===== src/rtl/if_stage_ctrl.sv =====
// rtl/if_stage_ctrl.sv - PC register, IF/ID pipeline register and hazard counters driven by hazard-unit commands
module if_stage_ctrl #(
  parameter logic [31:0] PC_RESET  = 32'h0000_0000,
  parameter int          CNT_WIDTH = 16,
  parameter logic [31:0] NOP_INSTR = 32'h0000_0000
) (
  input  logic                 clk_i,
  input  logic                 rst_i,
  input  logic                 PCWrite_i,
  input  logic                 IFIDWrite_i,
  input  logic                 IDFlush_i,
  input  logic                 PCSrc_i,
  input  logic [31:0]          branch_target_i,
  input  logic [31:0]          instr_i,
  output logic [31:0]          pc_o,
  output logic [31:0]          IFID_pc4_o,
  output logic [31:0]          IFID_instr_o,
  output logic                 IFID_valid_o,
  output logic [CNT_WIDTH-1:0] stall_cnt_o,
  output logic [CNT_WIDTH-1:0] flush_cnt_o,
  output logic [CNT_WIDTH-1:0] max_stall_o,
  output logic [1:0]           state_o
);

  typedef enum logic [1:0] {
    ST_RUN   = 2'd0,
    ST_STALL = 2'd1,
    ST_REDIR = 2'd2
  } state_t;

  localparam logic [CNT_WIDTH-1:0] CNT_MAX = '1;
  localparam logic [CNT_WIDTH-1:0] CNT_ONE = {{(CNT_WIDTH-1){1'b0}}, 1'b1};
  localparam logic [31:0]          PC_INIT = {PC_RESET[31:2], 2'b00};

  state_t               state_q, state_d;
  logic [31:0]          pc_q, ifid_pc4_q, ifid_instr_q;
  logic                 ifid_valid_q;
  logic [CNT_WIDTH-1:0] stall_cnt_q, flush_cnt_q, max_stall_q, run_q;

  logic [31:0]          pc_plus4;
  logic                 stall_cyc;
  logic [CNT_WIDTH-1:0] run_inc, stall_inc, flush_inc;

  assign pc_plus4  = pc_q + 32'd4;
  assign stall_cyc = !PCSrc_i && !PCWrite_i;

  // Saturating increments: counters stick at all-ones instead of wrapping.
  assign run_inc   = (run_q       == CNT_MAX) ? run_q       : run_q + CNT_ONE;
  assign stall_inc = (stall_cnt_q == CNT_MAX) ? stall_cnt_q : stall_cnt_q + CNT_ONE;
  assign flush_inc = (flush_cnt_q == CNT_MAX) ? flush_cnt_q : flush_cnt_q + CNT_ONE;

  always_ff @(posedge clk_i or posedge rst_i) begin
    if (rst_i) begin
      state_q <= ST_RUN;
    end else begin
      state_q <= state_d;
    end
  end

  always_comb begin
    state_d = ST_RUN;
    if (PCSrc_i) begin
      state_d = ST_REDIR;
    end else if (!PCWrite_i) begin
      state_d = ST_STALL;
    end
  end

  always_ff @(posedge clk_i or posedge rst_i) begin
    if (rst_i) begin
      pc_q         <= PC_INIT;
      ifid_pc4_q   <= 32'd0;
      ifid_instr_q <= NOP_INSTR;
      ifid_valid_q <= 1'b0;
    end else if (PCSrc_i) begin
      pc_q         <= {branch_target_i[31:2], 2'b00};
      ifid_pc4_q   <= 32'd0;
      ifid_instr_q <= NOP_INSTR;
      ifid_valid_q <= 1'b0;
    end else begin
      if (PCWrite_i) begin
        pc_q <= pc_plus4;
      end
      // Flush wins over hold; hold keeps every IF/ID field including valid.
      if (IDFlush_i) begin
        ifid_pc4_q   <= 32'd0;
        ifid_instr_q <= NOP_INSTR;
        ifid_valid_q <= 1'b0;
      end else if (IFIDWrite_i) begin
        ifid_pc4_q   <= pc_plus4;
        ifid_instr_q <= instr_i;
        ifid_valid_q <= 1'b1;
      end
    end
  end

  always_ff @(posedge clk_i or posedge rst_i) begin
    if (rst_i) begin
      stall_cnt_q <= '0;
      flush_cnt_q <= '0;
      max_stall_q <= '0;
      run_q       <= '0;
    end else begin
      if (PCSrc_i) begin
        flush_cnt_q <= flush_inc;
      end
      if (stall_cyc) begin
        stall_cnt_q <= stall_inc;
        run_q       <= run_inc;
        if (run_inc > max_stall_q) begin
          max_stall_q <= run_inc;
        end
      end else begin
        run_q <= '0;
      end
    end
  end

  assign pc_o         = pc_q;
  assign IFID_pc4_o   = ifid_pc4_q;
  assign IFID_instr_o = ifid_instr_q;
  assign IFID_valid_o = ifid_valid_q;
  assign stall_cnt_o  = stall_cnt_q;
  assign flush_cnt_o  = flush_cnt_q;
  assign max_stall_o  = max_stall_q;
  assign state_o      = state_q;

endmodule


===== config.mk =====
export PLATFORM = sky130hd
export DESIGN_NAME = if_stage_ctrl
export DESIGN_NICKNAME = d
export VERILOG_FILES = /design/src/rtl/if_stage_ctrl.sv
export SDC_FILE = /design/constraint.sdc
export NUM_CORES = 1
export LEC_CHECK = 0
export CORE_MARGIN = 5
export CORE_UTILIZATION = 49
export DETAILED_ROUTE_END_ITERATION = 10
export PLACE_DENSITY = 0.91
export SYNTH_ARGS = -nofsm -noshare
export SYNTH_HDL_FRONTEND = slang
export SYNTH_SLANG_ARGS = --single-unit

===== constraint.sdc =====
create_clock -name clk_i -period 6.4 [get_ports clk_i]
set_clock_uncertainty 0.15 [all_clocks]
set_input_delay 1.28 -clock clk_i [delete_from_list [all_inputs] [get_ports clk_i]]
set_output_delay 1.28 -clock clk_i [all_outputs]
set_load 0.01 [all_outputs]

# Word level (Yosys, flattened, before mapping)
# Index checks and enable logic that the tools add are counted.
# word_totals
elab_cells	42
regBits	163
inputBits	70
# classes
order_cmp	1
n_bitwise	2
n_reduce_logical	8
muxes	15
eq_ne	3
n_addsub	4
# ops
op	count
$mux 32	8
$add 16x1->16 const B	3
$eq 16x16->1 const B	3
$add 32x3->32 const B	1
$mux 16	2
$gt 16x16->1	1
$reduce_and 2->1	3
$mux 1	4
$reduce_bool 3->1	1
$logic_not 1->1	2
$mux 2	1
$not 1->1	2
$reduce_bool 2->1	1
$logic_and 1x1->1	1

# Longest topological paths before layout
# Gate-level depths: netlist of run 1.
# depth
depth_word	4
mapped_depth	13
mapped_depth_nobuf	12

# Least setup slack after synthesis of run 1
# No wires, ideal clock.
# synth_timing
path_type	reg2reg
startpoint	reg run_q[0]
endpoint	reg max_stall_q[2] (netlist: max_stall_o[2])
path_stages_with_launch	14
t_arrival_ns	3.282
required_time_ns	6.125
path_buffers	1
slack_ns	2.843
path_cell_list	dfrtp_1 > ha_1 > nand3_1 > nor3_1 > and3_1 > mux2i_1 > inv_1 > ha_1 > nand3_1 > nor4_1 > o21ai_0 > a31oi_2 > buf_4 > mux2_2
# synth_between
elab_chain_len	4
word_cells_on_any_way	5
cone_classes	add/sub: 1; order compare: 1; eq/ne: 1; mux: 1; reduce/logical: 1
# synth_lines
item	line	source
start: declaration	38	logic [CNT_WIDTH-1:0] stall_cnt_q, flush_cnt_q, max_stall_q, run_q;
start signal: assignment	109	run_q <= run_inc;
$add 16x1->16 or $eq 16x16->1 (tied branches)	48	assign run_inc = (run_q == CNT_MAX) ? run_q : run_q + CNT_ONE;
$mux 16 *	48	
via run_inc[14]	42	logic [CNT_WIDTH-1:0] run_inc, stall_inc, flush_inc;
$gt 16x16->1 *	110	if (run_inc > max_stall_q) begin
$reduce_and 2->1 (no line) *	n/a	
end signal: assignment	111	max_stall_q <= run_inc;
end: declaration	38	
# The timed path passes the listed nets; every way through them passes the cells marked *.
# A chain may end at the register's enable or synchronous reset.

# Final worst setup path of run 1
# Same ends and word-level chain as after synthesis.

==> metrics.txt, run 1 <==
outcome=complete, no violations; cells on worst reg2reg path=12; DP Cell Count=1,160; Detailed Place HPWL=15,500 µm; Comb power frac=16.7%; Reg power frac=45.6%; clock insertion delay at the later pin of the skew report=0.43 ns; vias in the first global route=6,519; vias per inst=5.42; CTS hold repair buffers=0; WP data required=6.56 ns; Synth Area in Simple Gates=18.0%; post-synth cell types=51; synthesized flop and latch total=160; Initial Util=49.5%; crit share post-route=70.2%; internal power=0.00188 W; drt pass-1 iters=5; clock root cell=clkbuf_16; initial antenna violation count=0; Final nets=1,053; RSZ-0062 raised after global routing=false; Synth Area in Adders=3.21%; ant diodes=0; Area Overhead vs Synth=37.1%; H-tree levels=4; Syn Area/Cell=10.3 µm²; Hold EP=IFID_pc4_o[8]$_DFFE_PP0P_; die area=18,500 µm²; max-slew violation count=0; LEAKAGE=4.66 nW; Netlist Area Pre-Place=7780 µm²; Ys Warns=0; Ports=217; DRT iter0 DRCs=381; relative slew slack=21.9%; Crit Path Category=reg -> reg; Tot GR Track Use=23.4%; first-pass GRT wire length=34,000 µm; # setup viols final=0; Max Fclk=0.223 GHz; layout cells sized above 1=6.86%; worst reg2reg startpoint=run_q[0]$_DFF_PP0_; post-route DRC violation count=0; Routed Wire Length=21,300 µm; worst vdd ir=0.217 mV; commonest non-fill, non-tap cell in the layout=clkdlybuf4s50_1; Post-Synthesis Cells=758; pin count of the biggest net entering global routing=61; Sw Pwr=0.000738 W; critical path fanouts, max=16; Design Power=0.00262 W; Core Rows=46; xor and xnor area share after synthesis=9.79%; Crit. End Element=register; slew at the pin with the worst max-slew slack=1.17 ns; mux contribution to synthesized area=3.41%; main combinational cell family by area after synthesis=simple AND/OR/NAND/NOR gates; Hold/Removal Path Class=reg -> reg; Inserted Clock Buffers=17; Critical Path Source=run_q[0]$_DFF_PP0_; endpoints failing hold=0; RR Endpoint=max_stall_o[2]$_DFFE_PP0P_; sequential fraction of the synthesis area=51.4%; crit path DAT=4.65 ns; Overflow after GRT=0; Routed Antenna Nets=0; setup slack, reg-to-reg=1.91 ns; Core ar.=15,700 µm²; clk sinks=160; cts repair resizes=0; Synth Area in Compound Gates=10.3%; post-route minimum period=4.49 ns; postcts setup bufs=0; sw frac=28.2%; PortBufs=212; Die Span X=136 µm; Worst-path clk slew=0.06 ns; CTS tree=yes; max_cap viols=0; non-filler cells in the finished layout=1,192; GP Congestion=0.875; Clock power frac=37.7%; post-DR wirelength/cell=17.9 µm; total number of vias=6,466; PwrDens=245 nW/µm²; hold depth=2; most frequent cells in the layout=clkdlybuf4s50_1 (211), dfrtp_1 (160), nand2_1 (86); Final TNS setup=0 ns; Startpoint Class=register; chip height=136 µm; hold path start=IFID_pc4_o[8]$_DFFE_PP0P_; maximum clock path buffer count=2
logic make-up after synthesis:
logic type / Yosys count
compound gates: 124
xor+xnor: 87
fa+ha+maj: 20
buf+inv: 71
flops: 160
mux: 24
other cells: 1
simple gates: 271
power by group through the flow:
stage	clock [W]	combinational (W)	sequential, W
2_1_floorplan	0	0.000166	0.00122
3_3_place_gp	0	0.000430	0.00120
3_5_place_dp	0	0.000441	0.00121
4_1_cts	0.00100	0.000444	0.00119
5_1_grt	0.00104	0.000478	0.00121
6_report	0.000987	0.000438	0.00119
sequential cells by signal (all words and copies together), names as in the netlist:
register and flops:
IFID_instr_o 32, IFID_pc4_o 31, IFID_valid_o 1, flush_cnt_o 16
max_stall_o 16, pc_o 30, run_q 16, stall_cnt_o 16
state_o 2
area by class of cell:
class	instances	area, µm²
fillers	1170	5040
flip-flops and latches	160	4000
multi-input cells	528	3500
repair buffers	221	2180
clock buffers	18	439
well taps	216	270
inverters	35	136
clock inverters	14	135
synthesized netlist by cell type, drive strengths merged:
cell type  count  area (µm²)
mux2i         10         100
inv           35         131
or4            2        15.0
a21oi         10        50.1
nand3         42         210
buf           12        72.6
nor3          17        90.1
o21a           3        22.5
nor2b          1        6.26
and2          17         108
nor2          34         128
nor4          10        83.8
nand2b         3        18.8
clkbuf        24        90.1
a221oi         1        8.76
dfrtp        160        4000
a21o           3        22.5
ha            20         250
nand4         30         203
a211oi         1        7.51
o21bai         1        7.51
nor3b          3        22.5
or4b           1        10.0
o211a          1        10.0
and3          10        62.6
nand2         87         334
o211ai         1        7.51
or2            1        6.26
a31oi          6        43.8
a22o          34         298
xnor2         24         210
or3            4        25.0
o31a           1        8.76
and4           9        78.8
o21ai         60         300
a2111oi        1        8.76
conb           1        3.75
mux2          14         165
a21boi         1        7.51
xor2          63         552
per-layer routing:
| layer | GRT usage, % | vias to the layer above | part of all wire, % |
|---|---|---|---|
| met1 | 29.5 | 3153 | 41 |
| met3 | 8.77 | 36 | 8.4 |
| li1 | - | 3054 | - |
| met4 | 7.28 | 0 | 1.8 |
| met5 | 0 | - | 0 |
| met2 | 37.7 | 223 | 49 |
how the worst max path moves through the flow:
stage	endpoint	slack [ns]	cells past startpoint
floorplan	IFID_instr_o[0]$_DFFE_PP0P_	0.65	1
global placement	max_stall_o[12]$_DFFE_PP0P_	2.17	12
detailed placement	max_stall_o[2]$_DFFE_PP0P_	2.04	11
CTS	max_stall_o[2]$_DFFE_PP0P_	2.00	12
global route	max_stall_o[2]$_DFFE_PP0P_	1.65	12
finish	max_stall_o[2]$_DFFE_PP0P_	1.91	12
per-stage QoR:
step | setup slack (ns) | area (µm²) | utilization (%) | hold WS [ns]
floorplan | 0.650 | 7790 | - | 0.366
global placement | 2.17 | 10100 | 64.2 | 0.310
detailed placement | 2.04 | 10100 | 64.2 | 0.321
CTS | 2.00 | 10700 | 67.9 | 0.335
global route | 1.65 | 10700 | 67.9 | 0.350
finish | 1.91 | 10700 | 67.9 | 0.326
critical path, stage by stage, from the launching register on:
cell and delay (ns):
dfrtp_1 0.41, ha_1 0.22, nand3_1 0.22, nor3_1 0.40
and3_1 0.23, mux2i_1 0.31, inv_1 0.09, ha_1 0.30
nand3_1 0.12, nor4_1 0.43, o21ai_0 0.19, a31oi_2 0.87
mux2_2 0.42
(Power assumes the default switching activity.)
==> run 2: changes to the inputs <==
clock period = 4.68 ns   (was 6.4 ns; I/O delays follow)
==> metrics.txt, run 2 (synthesis gave the netlist of run 1 again) <==
outcome=complete, no violations; LEAKAGE=4.70 nW (+0.89%); # setup viols final=0 (unchanged); maximum clock path buffer count=2 (unchanged); post-route DRC violation count=0 (unchanged); Routed Wire Length=21,600 µm (+1.6%); Startpoint Class=register; chip height=136 µm (unchanged); hold depth=2 (unchanged); endpoints failing hold=0 (unchanged); Final TNS setup=0 ns (unchanged); max-slew violation count=0 (unchanged); layout cells sized above 1=6.47% (-0.40 points); PwrDens=356 nW/µm² (+45%); Crit Path Category=reg -> reg; relative slew slack=23.3% (+1.4 points); Area Overhead vs Synth=38.5%; max_cap viols=0 (unchanged); Max Fclk=0.235 GHz (+5.5%); hold slack=0.325 ns (-0.000914 ns); H-tree levels=4 (unchanged); critical path fanouts, max=12 (-4); most frequent cells in the layout=clkdlybuf4s50_1 (211), dfrtp_1 (160), nand2_1 (86); slew at the pin with the worst max-slew slack=1.15 ns (-0.0218 ns); post-route minimum period=4.26 ns (-0.234 ns); DRT iter0 DRCs=338 (-11%); first-pass GRT wire length=33,700 µm (-1.1%); CTS tree=yes; Routed Antenna Nets=0 (unchanged); Detailed Place HPWL=15,100 µm (-2.8%); vias per inst=5.52 (+1.8%); Initial Util=49.5% (unchanged); max reg flops=32 (unchanged); crit share post-route=91.0% (+21 points); cells on worst reg2reg path=13 (+1); GP Congestion=0.901 (+3.0%); Tot GR Track Use=23.2% (-0.26 points); crit path DAT=4.40 ns (-0.25 ns); Core Rows=46 (unchanged); Die Span X=136 µm (unchanged); Worst-path clk slew=0.06 ns (about the same); Core ar.=15,700 µm² (unchanged); Hold/Removal Path Class=reg -> reg; ant diodes=0 (unchanged); post-DR wirelength/cell=18.2 µm (+1.7%); Crit. End Element=register; postcts setup bufs=0 (unchanged); Overflow after GRT=0 (unchanged); clock insertion delay at the later pin of the skew report=0.42 ns (about the same); total number of vias=6,574 (+1.7%); cts repair resizes=0 (unchanged); Final nets=1,052 (-0.095%); vias in the first global route=6,731 (+3.3%); commonest non-fill, non-tap cell in the layout=clkdlybuf4s50_1; DP Cell Count=1,159 (-0.086%); clock root cell=clkbuf_16; non-filler cells in the finished layout=1,190 (-0.17%); clk sinks=160 (unchanged); die area=18,500 µm² (unchanged); WP data required=4.82 ns (-1.74 ns); CTS hold repair buffers=0 (unchanged); RSZ-0062 raised after global routing=false; Ports=217 (unchanged); pin count of the biggest net entering global routing=161 (+160%); initial antenna violation count=0 (unchanged); drt pass-1 iters=7 (+2); worst vdd ir=0.386 mV (+78%); Inserted Clock Buffers=17 (unchanged); Design Power=0.00383 W (+46%); PortBufs=212 (unchanged)
run 2: cell types whose count changed in the layout (fill, tap and decap cells not counted):
cell        previous run  this run
buf_12                 0         1
buf_4                  9         7
bufinv_16              1         7
clkbuf_1               0         2
clkinv_2               3         2
clkinv_4               5         0
clkinvlp_4             2         3
inv_6                  2         0
inv_8                  2         0
run 2: cell type report:
| cell class | instances | area [µm²] |
|---|---|---|
| clock inverters | 11 | 235 |
| inverters | 35 | 135 |
| flip-flops and latches | 160 | 4000 |
| well taps | 216 | 270 |
| fillers | 1153 | 4930 |
| repair buffers | 220 | 2190 |
| clock buffers | 20 | 447 |
| multi-input cells | 528 | 3500 |
run 2: final timing paths:
path | endpoint | from | slack [ns]
min in group asynchronous | max_stall_o[8]$_DFFE_PP0P_ | rst_i | 0.89
setup / recovery | max_stall_o[3]$_DFFE_PP0P_ | run_q[1]$_DFF_PP0_ | 0.42
max in group asynchronous | run_q[4]$_DFF_PP0_ | rst_i | 2.74
hold reg to reg | IFID_pc4_o[16]$_DFFE_PP0P_ | IFID_pc4_o[16]$_DFFE_PP0P_ | 0.32
setup reg to reg | max_stall_o[3]$_DFFE_PP0P_ | run_q[1]$_DFF_PP0_ | 0.42
hold / removal | IFID_pc4_o[16]$_DFFE_PP0P_ | IFID_pc4_o[16]$_DFFE_PP0P_ | 0.32
run 2: critical path: stages (launching register included):
cell and delay (ns):
dfrtp_1 0.42, ha_1 0.23, nand3_1 0.22, nor3_1 0.43
and3_1 0.24, mux2i_1 0.35, inv_1 0.08, ha_1 0.31
nand3_1 0.12, nor4_1 0.34, o21ai_0 0.18, a31oi_2 0.39
buf_4 0.31, mux2_2 0.37
run 2: through the flow:
stage	setup slack, ns	area, µm²	utilization [%]
detailed placement	0.526	10100	64.3
finish	0.422	10800	68.6
global route	0.129	10800	68.6
floorplan	1.12	7790	-
CTS	0.449	10800	68.6
global placement	0.735	10100	64.3
run 2: layer usage:
metal | vias to the layer above | part of all wire (%) | GRT usage (%)
met5 | - | 0 | 0
met4 | 0 | 2.7 | 9.69
met3 | 42 | 7.7 | 7.44
met2 | 269 | 49 | 38.7
met1 | 3211 | 40 | 27.7
li1 | 3052 | - | -
run 2: report_power, final:
group | internal, W | leakage (nW) | switching, W
Combinational | 0.000331 | 2.30 | 0.000267
Sequential | 0.00149 | 2.08 | 0.000144
Clock | 0.00106 | 0.326 | 0.000540
Total | 0.00288 | 4.70 | 0.000951
==> run 3: changes to the inputs <==
PLACE_DENSITY = 0.86   (was 0.91)
==> metrics.txt, run 3 (synthesis gave the netlist of run 1 again) <==
outcome=complete, no violations; worst vdd ir=0.305 mV (-21%); maximum clock path buffer count=2 (unchanged); worst-path cell chain=ha_1 -> nand3_1 -> nor3_1 -> and3_1 -> mux2i_1 -> inv_1 -> ha_1 -> nand3_1 -> nor4_1 -> o21ai_0 -> a31oi_2 -> buf_4 -> mux2_2; CTS hold repair buffers=0 (unchanged); Inserted Clock Buffers=17 (unchanged); max reg flops=32 (unchanged); RR Endpoint=max_stall_o[2]$_DFFE_PP0P_; LEAKAGE=4.70 nW (about the same); vias per inst=5.39 (-2.4%); pin count of the biggest net entering global routing=67 (-58%); drt pass-1 iters=4 (-3); Detailed Place HPWL=14,900 µm (-1.5%); commonest non-fill, non-tap cell in the layout=clkdlybuf4s50_1; Startpoint Class=register; post-route DRC violation count=0 (unchanged); metal3 WL=1600 µm (-3.9%); Core ar.=15,700 µm² (unchanged); Worst-path clk slew=0.06 ns (about the same); CTS tree=yes; endpoints failing hold=0 (unchanged); RSZ-0062 raised after global routing=false; Worst path max stage delay=0.42 ns (about the same); Tot GR Track Use=23.3% (+0.16 points); Design Power=0.00371 W (-3.3%); GP Congestion=0.883 (-2.0%); max-slew violation count=0 (unchanged); initial antenna violation count=0 (unchanged); CP max-delay cell=dfrtp_1; top layer in use=met4; slew at the pin with the worst max-slew slack=0.939 ns (-0.206 ns); H-tree levels=4 (unchanged); DRT iter0 DRCs=461 (+36%); Hold/Removal Path Class=reg -> reg; layout cells sized above 1=6.96% (+0.49 points); Routed Wire Length=20,900 µm (-3.2%); wire length on met2=10,300 µm (-4.2%); crit path DAT=4.26 ns (-0.14 ns); Ports=217 (unchanged); clock insertion delay at the later pin of the skew report=0.43 ns (about the same); worst reg2reg startpoint=run_q[0]$_DFF_PP0_; hold path start=IFID_pc4_o[10]$_DFFE_PP0P_; chip height=136 µm (unchanged); cells on worst reg2reg path=13 (unchanged); die area=18,500 µm² (unchanged); total number of vias=6,435 (-2.1%); setup slack, reg-to-reg=0.59 ns (+0.16 ns); hold depth=2 (unchanged); WP data required=4.84 ns (+0.02 ns); Final nets=1,054 (+0.19%); Routed Antenna Nets=0 (unchanged); max_cap viols=0 (unchanged); cts repair resizes=0 (unchanged); most frequent cells in the layout=clkdlybuf4s50_1 (211), dfrtp_1 (160), nand2_1 (86); post-route minimum period=4.09 ns (-0.165 ns); Crit Path Category=reg -> reg; # setup viols final=0 (unchanged); Initial Util=49.5% (unchanged); Max Fclk=0.244 GHz (+4.0%); Hold EP=IFID_pc4_o[10]$_DFFE_PP0P_; post-DR wirelength/cell=17.5 µm (-3.5%); first-pass GRT wire length=34,100 µm (+1.1%); clk sinks=160 (unchanged); clock root cell=clkbuf_16; PwrDens=344 nW/µm² (-3.1%); Area Overhead vs Synth=38.3%; PortBufs=212 (unchanged); vias in the first global route=6,627 (-1.5%); ant diodes=0 (unchanged); critical path fanouts, max=16 (+4); relative slew slack=37.2% (+14 points); Die Span X=136 µm (unchanged); Overflow after GRT=0 (unchanged); Core Rows=46 (unchanged); Crit. End Element=register; crit share post-route=87.5% (-3.5 points); postcts setup bufs=0 (unchanged); wl on met1=8630 µm (-0.52%); Final TNS setup=0 ns (unchanged)
run 3: cell types whose count changed in the layout (fill, tap and decap cells not counted):
| cell | previous run | this run |
|---|---|---|
| clkbuf_8 | 1 | 6 |
| bufinv_16 | 7 | 3 |
| clkbuf_1 | 2 | 0 |
| buf_12 | 1 | 2 |
| buf_4 | 7 | 8 |
| clkinv_2 | 2 | 3 |
| clkinvlp_4 | 3 | 4 |
run 3: worst max-delay path: cells and delay by family, from the launching register on:
family / cells / cell delay (ns)
simple gates: 5 / 1.40
mux: 2 / 0.78
fa+ha+maj: 2 / 0.52
flops: 1 / 0.42
buf+inv: 2 / 0.38
compound gates: 2 / 0.33
run 3: metal layers:
layer	vias to the layer above	global-route usage (%)
li1	3052	-
met1	3145	29.2
met2	203	37.7
met3	35	8.03
met4	0	8.17
met5	-	0
run 3: cell type report:
| type | count | area, µm² |
|---|---|---|
| clock inverter | 9 | 128 |
| multi-input combinational | 528 | 3500 |
| clock buffer | 23 | 508 |
| tap | 216 | 270 |
| fill | 1172 | 4950 |
| timing repair buffer | 222 | 2220 |
| inverter | 35 | 135 |
| sequential | 160 | 4000 |
run 3: where the power goes:
part | internal, W | switching, W | leakage (nW)
sequential | 0.00149 | 0.000142 | 2.08
clock | 0.000922 | 0.000560 | 0.307
combinational | 0.000332 | 0.000263 | 2.31
run 3: per-stage QoR:
| stage | std cells | area (µm²) | setup slack [ns] | utilization (%) | hold slack [ns] |
|---|---|---|---|---|---|
| 2_1_floorplan | 759 | 7790 | 1.12 | - | 0.366 |
| 3_3_place_gp | 1161 | 10100 | 0.943 | 64.4 | 0.309 |
| 3_5_place_dp | 1161 | 10100 | 0.777 | 64.4 | 0.319 |
| 4_1_cts | 1193 | 10800 | 0.595 | 68.5 | 0.333 |
| 5_1_grt | 1193 | 10800 | 0.328 | 68.5 | 0.352 |
| 6_report | 1193 | 10800 | 0.586 | 68.5 | 0.324 |
run 3: worst max-delay path by stage:
stage,to,start,cells past startpoint
2_1_floorplan,max_stall_o[2]$_DFFE_PP0P_,run_q[0]$_DFF_PP0_,13
3_3_place_gp,max_stall_o[12]$_DFFE_PP0P_,run_q[0]$_DFF_PP0_,13
3_5_place_dp,max_stall_o[15]$_DFFE_PP0P_,run_q[0]$_DFF_PP0_,13
4_1_cts,max_stall_o[2]$_DFFE_PP0P_,run_q[0]$_DFF_PP0_,13
5_1_grt,max_stall_o[15]$_DFFE_PP0P_,run_q[0]$_DFF_PP0_,13
6_report,max_stall_o[2]$_DFFE_PP0P_,run_q[0]$_DFF_PP0_,13
==> patch (config.mk and constraints of run 1) <==
The parameter `CNT_WIDTH` goes from 16 to 32.
--- a/src/rtl/if_stage_ctrl.sv
+++ b/src/rtl/if_stage_ctrl.sv
@@ -1,7 +1,7 @@
 // rtl/if_stage_ctrl.sv - PC register, IF/ID pipeline register and hazard counters driven by hazard-unit commands
 module if_stage_ctrl #(
   parameter logic [31:0] PC_RESET  = 32'h0000_0000,
-  parameter int          CNT_WIDTH = 16,
+  parameter int          CNT_WIDTH = 32,
   parameter logic [31:0] NOP_INSTR = 32'h0000_0000
 ) (
   input  logic                 clk_i,
Ports: changed (resized flush_cnt_o, max_stall_o and stall_cnt_o); port bits go from 217 to 265. No check against the original RTL was run, so the function may have changed too.
==> patch against run 1 <==
  * Area after synthesis is 42% higher
  * Die area is 39% higher
  * Wire length rose by 39%
  * Total power is 34% higher
  * Synthesized cell count rose by 39%
  * Sequential share of layout area increased by 0.67 points
  * Sequential cell count grew 64
  * Cell area rose by 38%
  * Highest routed layer is now met5
  * First-iteration DRC count up 22%
  * Setup slack lost 0.60 ns
  * Count of clock-buffer cells in the layout grew 16
  * Largest power group unchanged
  * Clock power grew 40%
==> patch: results (changes against run 1) <==
WL per Instance=18.5 um (was 17.9 um); Leakage=6.31 nW (was 4.66 nW); n_diodes=0 (unchanged); Commonest cells post-synth=224 x dfrtp_1, 141 x nand2_1, 74 x xnor2_1 (was 160 x dfrtp_1, 86 x nand2_1, 63 x xor2_1); share of cells above drive strength 1=7.82% (was 6.86%); Post-synth top flop=dfrtp_1 (unchanged); synth warn=0 (unchanged); status=complete, no violations (unchanged); via-per-instance ratio=5.52 (was 5.42); crit path max fanout=23 (was 16); CTS buffer count=25 (was 17); Seq/Total Area, Yosys=50.7% (was 51.4%); CTS max path bufs=3 (was 2); total track usage=22.9% (was 23.4%); first-pass GRT wire length=49100 um (was 34000 um); largest net degree at the start of global routing=121 (was 61); crit path launch=run_q[0]$_DFF_PP0_ (unchanged); Root Driver=clkbuf_16 (unchanged); vias in the first global route=9347 (was 6519); antenna violations before repair=1 (was 0); DP Wirelength=21200 um (was 15500 um); IO Port Bufs=260 (was 212); post-CTS sizing=0 (unchanged); GPL Wtd Cong=0.856 (was 0.875); Iter 0 DRT Violations=466 (was 381); Post-layout nets=1408 (was 1053); Post-synth ARST share=100% (unchanged); CP max stage cell=or4_4 (was a31oi_2); maximum vdd drop=0.249 mV (was 0.217 mV); Worst EP arrival=5.33 ns (was 4.65 ns); Hold Path Origin=IFID_pc4_o[27]$_DFFE_PP0P_ (was IFID_pc4_o[8]$_DFFE_PP0P_); Layout Cells excl Fill=1602 (was 1192); postcts setup bufs=0 (unchanged); Yosys cell types=57 (was 51); H-tree depth=1 (was 4); Hold WC Path Type=flip-flop to flip-flop (unchanged); slowest stage delay, CP=0.63 ns (was 0.87 ns); top cells by area, synth=dfrtp_1 51%, xnor2_1 5.9%, xor2_1 5.4% (was dfrtp_1 51%, xor2_1 7.1%, nand2_1 4.1%); Mapped Cells=1051 (was 758); Clk Latency, worst-skew pair=0.52 ns (was 0.43 ns); Tightest Pin Transition=1.22 ns (was 1.17 ns); Clock transition at path regs=0.06 ns (about the same); Initial DRT Pass Iterations=5 (unchanged)
patch: cell count changes in the layout (fill, tap and decap cells not counted), moves of 16 or more:
cell and delta:
and2_1 +23, clkdlybuf4s50_1 +48, dfrtp_1 +64, ha_1 +16, mux2_2 +19, nand2_1 +55, nand4_1 +19, xnor2_1 +50
patch: layout make-up:
type | instances | area, um2
fillers | 1631 | 7760
flip-flops and latches | 224 | 5610
multi-input cells | 744 | 5110
repair buffers | 266 | 2660
clock buffers | 34 | 709
well taps | 285 | 357
inverters | 41 | 158
clock inverters | 8 | 75.1
patch: path summary, 6_finish.rpt:
kind | end | slack (ns) | depth (start not counted)
max in group asynchronous | IFID_pc4_o[10]$_DFFE_PP0P_ | 3.67 | 3
setup reg to reg | max_stall_o[20]$_DFFE_PP0P_ | 1.31 | 14
hold reg to reg | IFID_pc4_o[27]$_DFFE_PP0P_ | 0.33 | 2
min in group asynchronous | IFID_instr_o[7]$_DFFE_PP0P_ | 1.04 | 2
setup / recovery | max_stall_o[20]$_DFFE_PP0P_ | 1.31 | 14
hold / removal | IFID_pc4_o[27]$_DFFE_PP0P_ | 0.33 | 2
patch: report_power, final:
part | internal, mW | switching (mW) | total, mW | leakage [nW]
registers | 1.50 | 0.113 | 1.61 | 3.01
clock network | 0.812 | 0.567 | 1.38 | 0.388
logic | 0.273 | 0.243 | 0.516 | 2.91
patch: metal layers:
metal	wire (um)	vias to the layer above	track usage, %
li1	-	4134	-
met1	11900	4352	28.8
met2	14600	281	38.7
met3	2380	68	6.84
met4	833	2	6.49
met5	13	-	0
patch: kinds of logic (layout without fill, tap and decap cells):
family,after synthesis,after routing,synth area share (%)
simple gates,395,395,18.8
other cells,1,2,0.0339
flops,224,224,50.7
fa+ha+maj,36,36,4.08
buf+inv,84,349,3.07
mux,37,37,3.75
xor+xnor,146,146,11.8
compound gates,128,128,7.75
patch: worst max-delay path, delay by kind of cell (launching register included):
| family | cells | cell delay [ns] |
|---|---|---|
| AO/OA/AOI/OAI | 3 | 0.92 |
| AND/OR/NAND/NOR | 6 | 2.07 |
| flip-flops | 1 | 0.38 |
| buffers and inverters | 1 | 0.43 |
| adder cells (fa/ha/maj) | 2 | 0.54 |
| XOR/XNOR | 1 | 0.08 |
| multiplexers | 1 | 0.38 |
patch: per-stage QoR:
step / instance area [um2] / setup WS [ns] / hold WS (ns) / utilization [%]
finish: 14700 / 1.31 / 0.327 / 65.4
global route: 14700 / 0.989 / 0.360 / 65.4
CTS: 14700 / 1.32 / 0.334 / 65.4
detailed placement: 13900 / 1.33 / 0.321 / 61.9
global placement: 13900 / 1.50 / 0.313 / 61.9
floorplan: 11100 / 2.05 / 0.366 / -
